File: src/rtl/spi_seq.sv
// spi_seq: SPI transaction sequencer arbitrating two requesters onto a byte engine.
//
// Ports:
//   in_sclk            single clock, rising edge
//   rst                asynchronous active-high reset
//   req[1:0]           per-requester transaction request (level)
//   len0, len1         byte count per requester, 0 = nothing to do
//   tx_data0, tx_data1 next byte to send per requester
//   tx_pop[1:0]        pulse when the granted requester's byte is consumed
//   rx_data, rx_vld    received byte and its per-requester qualifier pulse
//   gnt[1:0]           one-hot grant, held for the whole transaction
//   done[1:0], err[1:0] end-of-transaction pulse, err on timeout abort
//   cs_n               SPI chip select, active low
//   w_stb, w_data      byte-engine write strobe and data
//   w_ack              byte-engine write complete
//   r_stb, r_data      byte-engine receive strobe and data
module spi_seq #(
  parameter int unsigned CS_SETUP = 2,
  parameter int unsigned CS_HOLD  = 2,
  parameter int unsigned TIMEOUT  = 32
) (
  input  logic       in_sclk,
  input  logic       rst,
  input  logic [1:0] req,
  input  logic [3:0] len0,
  input  logic [3:0] len1,
  input  logic [7:0] tx_data0,
  input  logic [7:0] tx_data1,
  output logic [1:0] tx_pop,
  output logic [7:0] rx_data,
  output logic [1:0] rx_vld,
  output logic [1:0] gnt,
  output logic [1:0] done,
  output logic [1:0] err,
  output logic       cs_n,
  output logic       w_stb,
  output logic [7:0] w_data,
  input  logic       w_ack,
  input  logic       r_stb,
  input  logic [7:0] r_data
);

  typedef enum logic [2:0] {
    StIdle, StSetup, StSend, StWait, StNext, StHold, StFin
  } state_e;

  localparam logic [3:0] SetupLast  = 4'(CS_SETUP - 1);
  localparam logic [3:0] HoldLast   = 4'(CS_HOLD - 1);
  localparam logic [5:0] TimeoutVal = 6'(TIMEOUT);

  state_e     state_q;
  logic       gidx_q;   // index of the granted requester
  logic       last_q;   // last requester served, loses the next tie
  logic       ack_q;    // sticky w_ack seen for the current byte
  logic       rx_q;     // sticky r_stb seen for the current byte
  logic       err_q;    // transaction aborted on timeout
  logic [3:0] rem_q;
  logic [3:0] cnt_q;
  logic [5:0] timer_q;

  logic [1:0] elig;
  logic [1:0] gsel;
  logic       pick;
  logic       ack_seen;
  logic       rx_seen;
  logic [5:0] timer_nxt;
  logic [7:0] tx_sel;

  always_comb begin
    elig      = {req[1] && (len1 != 4'd0), req[0] && (len0 != 4'd0)};
    pick      = (elig == 2'b11) ? ~last_q : elig[1];
    gsel      = gidx_q ? 2'b10 : 2'b01;
    tx_sel    = gidx_q ? tx_data1 : tx_data0;
    // Inputs arriving this cycle count, so ack and rx together exit at once.
    ack_seen  = ack_q | w_ack;
    rx_seen   = rx_q | r_stb;
    timer_nxt = (timer_q == 6'h3f) ? timer_q : timer_q + 6'd1;
  end

  always_ff @(posedge in_sclk or posedge rst) begin
    if (rst) begin
      state_q <= StIdle;
      gidx_q  <= 1'b0;
      last_q  <= 1'b1;
      ack_q   <= 1'b0;
      rx_q    <= 1'b0;
      err_q   <= 1'b0;
      rem_q   <= 4'd0;
      cnt_q   <= 4'd0;
      timer_q <= 6'd0;
      tx_pop  <= 2'b00;
      rx_data <= 8'd0;
      rx_vld  <= 2'b00;
      gnt     <= 2'b00;
      done    <= 2'b00;
      err     <= 2'b00;
      cs_n    <= 1'b1;
      w_stb   <= 1'b0;
      w_data  <= 8'd0;
    end else begin
      // Pulsed outputs default low every cycle.
      tx_pop <= 2'b00;
      rx_vld <= 2'b00;
      done   <= 2'b00;
      err    <= 2'b00;
      w_stb  <= 1'b0;
      case (state_q)
        StIdle: begin
          if (elig != 2'b00) begin
            gidx_q  <= pick;
            gnt     <= pick ? 2'b10 : 2'b01;
            rem_q   <= pick ? len1 : len0;
            cs_n    <= 1'b0;
            cnt_q   <= 4'd0;
            err_q   <= 1'b0;
            state_q <= StSetup;
          end
        end
        StSetup: begin
          if (cnt_q == SetupLast) begin
            w_stb   <= 1'b1;
            w_data  <= tx_sel;
            tx_pop  <= gsel;
            state_q <= StSend;
          end else begin
            cnt_q <= cnt_q + 4'd1;
          end
        end
        StSend: begin
          timer_q <= 6'd0;
          ack_q   <= 1'b0;
          rx_q    <= 1'b0;
          state_q <= StWait;
        end
        StWait: begin
          if (w_ack) begin
            ack_q <= 1'b1;
          end
          // Only the first receive strobe of a byte is delivered.
          if (r_stb && !rx_q) begin
            rx_q    <= 1'b1;
            rx_data <= r_data;
            rx_vld  <= gsel;
          end
          if (ack_seen && rx_seen) begin
            state_q <= StNext;
          end else if (timer_nxt == TimeoutVal) begin
            err_q   <= 1'b1;
            cnt_q   <= 4'd0;
            state_q <= StHold;
          end else begin
            timer_q <= timer_nxt;
          end
        end
        StNext: begin
          rem_q <= rem_q - 4'd1;
          if (rem_q != 4'd1) begin
            w_stb   <= 1'b1;
            w_data  <= tx_sel;
            tx_pop  <= gsel;
            state_q <= StSend;
          end else begin
            cnt_q   <= 4'd0;
            state_q <= StHold;
          end
        end
        StHold: begin
          if (cnt_q == HoldLast) begin
            cs_n    <= 1'b1;
            done    <= gsel;
            err     <= err_q ? gsel : 2'b00;
            state_q <= StFin;
          end else begin
            cnt_q <= cnt_q + 4'd1;
          end
        end
        StFin: begin
          gnt     <= 2'b00;
          last_q  <= gidx_q;
          state_q <= StIdle;
        end
        default: state_q <= StIdle;
      endcase
    end
  end

endmodule

File: config.mk
export PLATFORM = sky130hd
export DESIGN_NAME = spi_seq
export DESIGN_NICKNAME = d
export VERILOG_FILES = /design/src/rtl/spi_seq.sv
export SDC_FILE = /design/constraint.sdc
export NUM_CORES = 1
export LEC_CHECK = 0
export ABC_AREA = 0
export ABC_CLOCK_PERIOD_IN_PS = 3700
export BUFFER_PORTS_ARGS = -buffer_cell sky130_fd_sc_hd__buf_4
export CELL_PAD_IN_SITES_DETAIL_PLACEMENT = 0
export CELL_PAD_IN_SITES_GLOBAL_PLACEMENT = 1
export CORE_UTILIZATION = 44
export DETAILED_ROUTE_END_ITERATION = 8
export PLACE_DENSITY = 0.88
export SLEW_MARGIN = 25
export SYNTH_ARGS = -nofsm -noshare
export SYNTH_HDL_FRONTEND = slang
export SYNTH_SLANG_ARGS = --single-unit
File: constraint.sdc
create_clock -name in_sclk -period 3.7 [get_ports in_sclk]
set_input_delay 0.74 -clock in_sclk [delete_from_list [all_inputs] [get_ports in_sclk]]
set_output_delay 0.74 -clock in_sclk [all_outputs]
set_load 0.005 [all_outputs]
* After elaboration in Yosys (flattened, before gate mapping) *
Cells that the tools add are included.
Widths: inputs -> output; s select.

operators by class
  add/sub/neg operators = 3
  eq/ne operators = 23
  muxes and demuxes = 51
  bitwise logic cells = 3
  reductions and logical operators = 29

operator list
  operator             number
  $mux 4               7
  $mux 8               3
  $mux 2               11
  $ne 2x2->1 const B   11
  $mux 3               6
  $mux 6               3
  $pmux 3 s6           1
  $pmux 4 s4           1
  $pmux 8 s2           1
  $reduce_bool 2->1    7
  $eq 6x6->1 const B   2
  $pmux 6 s2           1
  $reduce_and 2->1     6
  $reduce_bool 4->1    3
  $pmux 1 s2           5
  $eq 3x3->1 const B   3
  $mux 1               9
  $reduce_and 3->1     3
  $pmux 2 s2           2
  $pmux 4 s2           1
  $reduce_and 4->1     2
  $add 6x1->6 const B  1
  $eq 3x2->1 const B   2
  $reduce_and 6->1     1
  other kinds (13)     17

storage, ports and cells
  register bits after elaboration = 50
  input bits = 38
  output and inout port bits = 28
  logic and storage cells = 127

* Depth between registers and ports, before layout *
Gate-level depths: netlist of run 1.

  depth after elaboration = 7
  depth in mapped cells = 9

* Worst setup path before layout of run 1 *
Ideal clock, no wire load.

  path kind = in2reg
  start point = input w_ack
  end point = register timer_q[0]
  library setup time = 125 ps
  arrival time = 1947 ps
  path slack = 1628 ps
  stages on the path = 5
  buffers on the path = 0
  path through = o22ai_1 > nand2_4 > o32ai_4 > o21ai_1 > mux2_2

on the way
  word-level cells in the longest chain between the ends = 4

RTL lines
  what                        line  text
  start, declared             38    input logic w_ack,
  $or 1x1->1                  75    ack_seen = ack_q | w_ack;
  $logic_and 1x1->1           145   if (ack_seen && rx_seen) begin
  $ne 2x2->1 (no line)        --
  $reduce_and 3->1 (no line)  --
  end signal, assigned        152   timer_q <= timer_nxt;
  end, declared               59    logic [5:0] timer_q;

No other way between the ends.
A chain may end at the register's enable or synchronous reset.

* Final worst setup path of run 1 *
  start point = register rem_q[1]
  end point = register w_data[2]

on the way
  word-level cells in the longest chain between the ends = 3

RTL lines
  what                        line  text
  start, declared             57    logic [3:0] rem_q;
  start signal, assigned      112   rem_q <= pick ? len1 : len0;
  start signal, assigned      156   rem_q <= rem_q - 4'd1;
  $ne 4x1->1                  157   if (rem_q != 4'd1) begin
  $ne 2x2->1 (no line)        --
  $reduce_and 3->1 (no line)  --
  end signal, assigned        122   w_data <= tx_sel;
  end signal, assigned        159   w_data <= tx_sel;
  end, declared               37    output logic [7:0] w_data,

No other way between the ends.

==> results of run 1 <==
## synthesized netlist by cell type (all sizes together) (2+ instances only)
library cell,instances
nor2,14
o21ai,15
or2,4
mux2i,9
buf,8
nand3b,2
dfrtp,48
nor2b,4
a21o,3
a311oi,4
a211oi,2
nor3b,3
a2111oi,3
and3,2
a21oi,13
nand2,27
nand3,5
and2,3
mux2,9
o22a,5
dfstp,2
nand2b,4
clkbuf,2
o21ba,2
a31oi,3
nor3,6
a21bo,2
ha,5
or3,2
o41ai,2
o22ai,3
a22o,3
inv,8
o21a,3
## cell type report
class	count	area share, %
clock buffers	5	2.11
clock inverters	3	1.34
inverters	8	0.997
multi-input cells	176	39.4
flip-flops and latches	50	38.4
well taps	72	2.76
repair buffers	65	14.9
## state kept, by name (all words and copies together), names as in the netlist
signal and flops:
tx_pop 2, err_q 1, cs_n 1, timer_q 6, rem_q 4, rx_vld 2, done 2, ack_q 1
rx_q 1, err 2, cnt_q 4, gidx_q 1, state_q 3, w_data 8, last_q 1, w_stb 1
gnt 2, rx_data 8
## worst max path at each step
stage	endpoint	cells past startpoint	from
4_1_cts	w_data[6]	6	rem_q[1]
3_5_place_dp	timer_q[0]	6	w_ack
3_3_place_gp	timer_q[0]	6	w_ack
2_1_floorplan	timer_q[0]	5	w_ack
5_1_grt	rx_data[5]	3	state_q[1]
6_report	w_data[2]	6	rem_q[1]
## kinds of logic (layout without fill, tap and decap cells)
kind of cell    after synthesis  count (layout)  synth area share, %
fa+ha+maj                     5               5                 2.38
mux                          18              18                 7.28
simple gates                 81              81                 16.6
flops                        50              50                 47.7
buf+inv                      18              81                 3.57
compound gates               72              72                 22.6
## through the flow
step | instances | utilization (%) | total power, mW | cell area (µm²) | hold slack, ns
after floorplan | 244 | - | 1.64 | 2630 | 0.457
after global placement | 371 | 55.8 | 1.98 | 3150 | 0.466
after detailed placement | 371 | 55.9 | 2.01 | 3150 | 0.477
after CTS | 379 | 57.9 | 2.41 | 3260 | 0.491
after global routing | 379 | 57.9 | 2.57 | 3260 | 0.506
final | 379 | 57.9 | 2.38 | 3260 | 0.489
## routing by layer
metal,global-route usage (%),vias up,wire length (µm)
met4,5.45,0,70
met5,0,-,0
met2,29.1,41,2630
met3,5.29,5,217
met1,26.0,1028,2560
li1,-,1018,-
## power by group through the flow
stage	sequential [mW]	clock, mW	combinational (mW)
final	0.982	0.390	1.01
after global routing	1.02	0.429	1.12
after CTS	0.983	0.405	1.02
after detailed placement	0.993	0	1.02
after global placement	0.985	0	0.997
after floorplan	0.908	0	0.736
## critical path, stage by stage (launching register included)
cell	delay (ns)
dfrtp_1	0.41
inv_1	0.09
ha_1	0.14
nor3b_1	0.57
o22a_1	0.27
or2_1	0.49
o21ai_1	0.15
==> results.sh, run 1 <==
export IMPL_crit_arrival_ns=2.43
export IMPL_required_ns=3.88
export IMPL_clk_pin_slew_worst_paths_ns=0.09
export IMPL_switchingPower_mw=0.895
export IMPL_power_frac_clock_pct=16.4
export IMPL_routabilityCongestion=0.863
export IMPL_clock_latency_ns=0.31
export IMPL_die_w_um=79.3
export IMPL_ys_seq_area_share_pct=47.7
export IMPL_fmax_mhz=445
export IMPL_min_period_over_period_pct=60.8
export IMPL_synth_area_leaders="dfrtp_1, nand2_1, mux2i_1"
export IMPL_hold_violations=0
export IMPL_p_int_mw=1.48
export IMPL_grt_setup_unrepaired="no"
export IMPL_cts_buffers=5
export IMPL_num_rows=27
export IMPL_place_worst_setup_slack_ns=1.34
export IMPL_synth_warnings=0
export IMPL_die_y_um=79.3
export IMPL_worst_setup_path_end_kind="flop"
export IMPL_core_mm2=0.00564
export IMPL_clock_sinks=50
export IMPL_hp_class="flop to flop"
export IMPL_power_density_mw_per_mm2=729
export IMPL_cap_violations=0
export IMPL_start_util_pct=46.6
export IMPL_wl_per_cell_um=14.5
export IMPL_avgSynthCellArea_um2=10.8
export IMPL_multiInputGateArea_mm2=0.00129
export IMPL_grt_pass1_vias=1877
export IMPL_fin_ws_ns=1.45
export IMPL_io_pins=66
export IMPL_peakVddDrop_mv=0.360
export IMPL_crit_type="flop to flop"
export IMPL_tightest_slew_ns=0.812
export IMPL_synthArstFlopShare_pct=100
export IMPL_drive_gt1_share_pct=31.6
export IMPL_fin_crit_ns=2.25
export IMPL_area_growth_pct=24.1
export IMPL_reg2regPathDepth=6
export IMPL_yosys_area_top_type="dfrtp_1"
export IMPL_grt_total_usage_pct=19.0
export IMPL_slew_headroom_pct=45.6
export IMPL_grt_pass1_wl_um=9070
export IMPL_viasPerCell=5.52
export IMPL_p_seq_share_pct=41.3
export IMPL_synth_top_cell_area_share_pct=45.7
export IMPL_io_buffers=65
export IMPL_grt_max_degree=51
export IMPL_layout_common_cells="buf_4, dfrtp_1, nand2_1, o21ai_1, nor2_1"
export IMPL_drc_errors=0
export IMPL_ys_seq_elements=50
export IMPL_fp_dieArea_mm2=0.00629
export IMPL_dp_hpwl_um=4050
export IMPL_final_common_cell="buf_4"
export IMPL_num_antenna_cells=0
export IMPL_tns_ns=0
export IMPL_timing_rr_end="w_data[2]"
export IMPL_whs_endpoint="last_q"
export IMPL_wirelength_um=5480
export IMPL_syn_cell_area_mm2=0.00263
export IMPL_power_leakage_nw=1.53
export IMPL_crit_fanout=18
export IMPL_grt_overflow_total=0
export IMPL_synthFlopType="dfrtp_1"
export IMPL_ctsHtreeMaxLevel=2
export IMPL_fillCellCount=487
export IMPL_synth_nets=287
export IMPL_nNetsFinal=349
export IMPL_regToRegSetupSlack_ns=1.45
export IMPL_r2r_start="rem_q[1]"
export IMPL_min_path_cells=2
export IMPL_drt_iter0_markers=85
export IMPL_drv_slew=0
export IMPL_holdCritStartpoint="last_q"
export IMPL_ant_nets=0
export IMPL_final_setup_viol_count=0
export IMPL_vias=2092
export IMPL_skew_ns=0.00477
export IMPL_cts_hold_buf=0
export IMPL_status="complete, no violations"
export IMPL_critPathLaunchType="flop"
export IMPL_synth_edf_count=0
export IMPL_switching_share_pct=37.6
export IMPL_regArea_mm2=0.00125
export IMPL_post_cts_buffers=0
export IMPL_comb_power_share_pct=42.3
export IMPL_cts_tree="yes"
export IMPL_antenna_found_initial=0
export IMPL_synth_cells=244
export IMPL_first_pass_iters=4
export IMPL_cts_buffer_depth=2
export IMPL_root_buffer="clkbuf_8"
export IMPL_synth_cell_types=64
export IMPL_post_cts_resized=0
(Power assumes the default switching activity.)
==> run 2, diff against run 1 <==
--- a/config.mk
+++ b/config.mk
@@ -6,13 +6,13 @@
 export NUM_CORES = 1
 export LEC_CHECK = 0
 export ABC_AREA = 0
-export ABC_CLOCK_PERIOD_IN_PS = 3700
+export ABC_CLOCK_PERIOD_IN_PS = 1900
 export BUFFER_PORTS_ARGS = -buffer_cell sky130_fd_sc_hd__buf_4
 export CELL_PAD_IN_SITES_DETAIL_PLACEMENT = 0
 export CELL_PAD_IN_SITES_GLOBAL_PLACEMENT = 1
-export CORE_UTILIZATION = 44
+export CORE_UTILIZATION = 37
 export DETAILED_ROUTE_END_ITERATION = 8
-export PLACE_DENSITY = 0.88
+export PLACE_DENSITY = 0.79
 export SLEW_MARGIN = 25
 export SYNTH_ARGS = -nofsm -noshare
 export SYNTH_HDL_FRONTEND = slang
==> constraint.sdc (replaced) <==
create_clock -name in_sclk -period 1.9 [get_ports in_sclk]
set_input_delay 0.38 -clock in_sclk [delete_from_list [all_inputs] [get_ports in_sclk]]
set_output_delay 0.38 -clock in_sclk [all_outputs]
set_load 0.005 [all_outputs]
==> results.sh, run 2 (synthesis results as in run 1) <==
export IMPL_grt_pass1_wl_um=10300
export IMPL_vias=2247
export IMPL_hp_class="input pin to async pin"
export IMPL_fillCellCount=612
export IMPL_dp_hpwl_um=4760
export IMPL_grt_pass1_vias=2183
export IMPL_ant_nets=0
export IMPL_status="finished with violations"
export IMPL_cts_buffers=5
export IMPL_worst_setup_path_end_kind="flop"
export IMPL_fp_dieArea_mm2=0.00745
export IMPL_start_util_pct=38.5
export IMPL_tightest_slew_ns=0.612
export IMPL_grt_max_degree=28
export IMPL_multiInputGateArea_mm2=0.00134
export IMPL_hold_violations=0
export IMPL_clock_sinks=50
export IMPL_cts_tree="yes"
export IMPL_reg2regPathDepth=6
export IMPL_num_antenna_cells=0
export IMPL_crit_fanout=6
export IMPL_area_growth_pct=38.4
export IMPL_grt_overflow_total=0
export IMPL_layout_common_cells="buf_4, dfrtp_1, nand2_1, nor2_1, o21ai_1"
export IMPL_io_pins=66
export IMPL_viasPerCell=5.10
export IMPL_first_pass_iters=4
export IMPL_path_cells="ha_4 > or4b_4 > a21oi_4 > o32ai_4 > nor2b_4 > mux2_2"
export IMPL_slew_headroom_pct=59.2
export IMPL_place_worst_setup_slack_ns=-0.0964
export IMPL_cp_slowest_stage_delay_ns=0.49
export IMPL_design_area_mm2=0.00364
export IMPL_fin_ws_ns=-0.107
export IMPL_crit_type="flop to flop"
export IMPL_drv_slew=0
export IMPL_cts_buffer_depth=2
export IMPL_final_common_cell="buf_4"
export IMPL_cap_violations=0
export IMPL_fin_crit_ns=2.01
export IMPL_antenna_found_initial=0
export IMPL_root_buffer="clkbuf_8"
export IMPL_die_w_um=86.3
export IMPL_cts_hold_buf=0
export IMPL_drive_gt1_share_pct=41.4
export IMPL_grt_total_usage_pct=17.5
export IMPL_place_area_mm2=0.00346
export IMPL_fmax_mhz=498
export IMPL_routabilityCongestion=0.852
export IMPL_ctsHtreeMaxLevel=2
export IMPL_drc_errors=0
export IMPL_wl_per_cell_um=14.0
export IMPL_drt_iter0_markers=108
export IMPL_clock_latency_ns=0.31
export IMPL_num_rows=30
export IMPL_die_y_um=86.3
export IMPL_critPathLaunchType="flop"
export IMPL_timing_rr_end="timer_q[0]"
export IMPL_regArea_mm2=0.00125
export IMPL_grt_setup_unrepaired="yes"
export IMPL_regToRegSetupSlack_ns=-0.11
export IMPL_io_buffers=65
export IMPL_crit_slowest_cell="or4b_4"
export IMPL_wirelength_um=6180
export IMPL_crit_arrival_ns=2.21
export IMPL_skew_ns=0.00720
export IMPL_violations="negative setup slack"
export IMPL_power_leakage_nw=1.73
export IMPL_r2r_start="timer_q[1]"
export IMPL_min_period_over_period_pct=106
export IMPL_core_mm2=0.00683
export IMPL_final_setup_viol_count=12
export IMPL_top_regs="rx_data: 8 flops, w_data: 8 flops, timer_q: 6 flops"
export IMPL_power_density_mw_per_mm2=1390
export IMPL_clk_pin_slew_worst_paths_ns=0.10
export IMPL_nNetsFinal=387
export IMPL_peakVddDrop_mv=0.519
export IMPL_required_ns=2.10
[run 2: worst max-delay path: cells and delay by family, from the launching register on]
| family | cells | cell delay, ns |
|---|---|---|
| and+or+nand+nor | 2 | 0.65 |
| DFF | 1 | 0.43 |
| AOI/OAI and AO/OA | 2 | 0.30 |
| muxes | 1 | 0.26 |
| adders and majority gates | 1 | 0.25 |
[run 2: layout make-up]
class / count / share of cell area [%]
Multi-Input combinational cell: 176 / 36.9
Sequential cell: 50 / 34.5
Timing Repair Buffer: 103 / 22.0
Tap cell: 96 / 3.30
Clock buffer: 5 / 1.89
Inverter: 8 / 0.825
Clock inverter: 3 / 0.584
[run 2: worst max-delay path by stage]
stage                  to  startpoint
2_1_floorplan  timer_q[5]  timer_q[0]
4_1_cts        timer_q[5]  timer_q[0]
3_5_place_dp   timer_q[5]  timer_q[0]
5_1_grt        timer_q[5]  timer_q[1]
3_3_place_gp   timer_q[5]  timer_q[0]
6_report       timer_q[0]  timer_q[1]
[run 2: layer usage]
metal	up-vias	global-route usage, %	part of all wire, %
li1	1093	-	-
met1	1095	22.9	44
met2	51	29.5	51
met3	8	2.57	4.0
met4	0	6.21	1.2
met5	-	0	0
[run 2: what timing repair did]
action	4_1_cts	5_1_grt
cloned	0	0
setup endpoints to repair	10	23
pin swaps	1	9
setup buffers	1	4
gates resized for setup	1	10
[run 2: through the flow]
stage / hold slack [ns] / TNS (ns) / std cells / total power [mW] / utilization (%)
3_3_place_gp: 0.358 / -0.150 / 428 / 4.23 / 50.7
5_1_grt: 0.0310 / -1.28 / 441 / 5.48 / 53.3
4_1_cts: 0.0250 / -0.401 / 437 / 4.96 / 52.1
6_report: 0.0126 / -0.646 / 441 / 5.05 / 53.3
2_1_floorplan: 0.457 / -0.121 / 244 / 3.22 / -
3_5_place_dp: 0.360 / -0.578 / 428 / 4.29 / 50.7
[run 2: power breakdown]
| group | switching [mW] | internal (mW) | total, mW |
|---|---|---|---|
| sequential | 0.319 | 1.48 | 1.80 |
| combinational | 1.21 | 1.40 | 2.61 |
| clock | 0.379 | 0.260 | 0.639 |
| total | 1.91 | 3.15 | 5.05 |
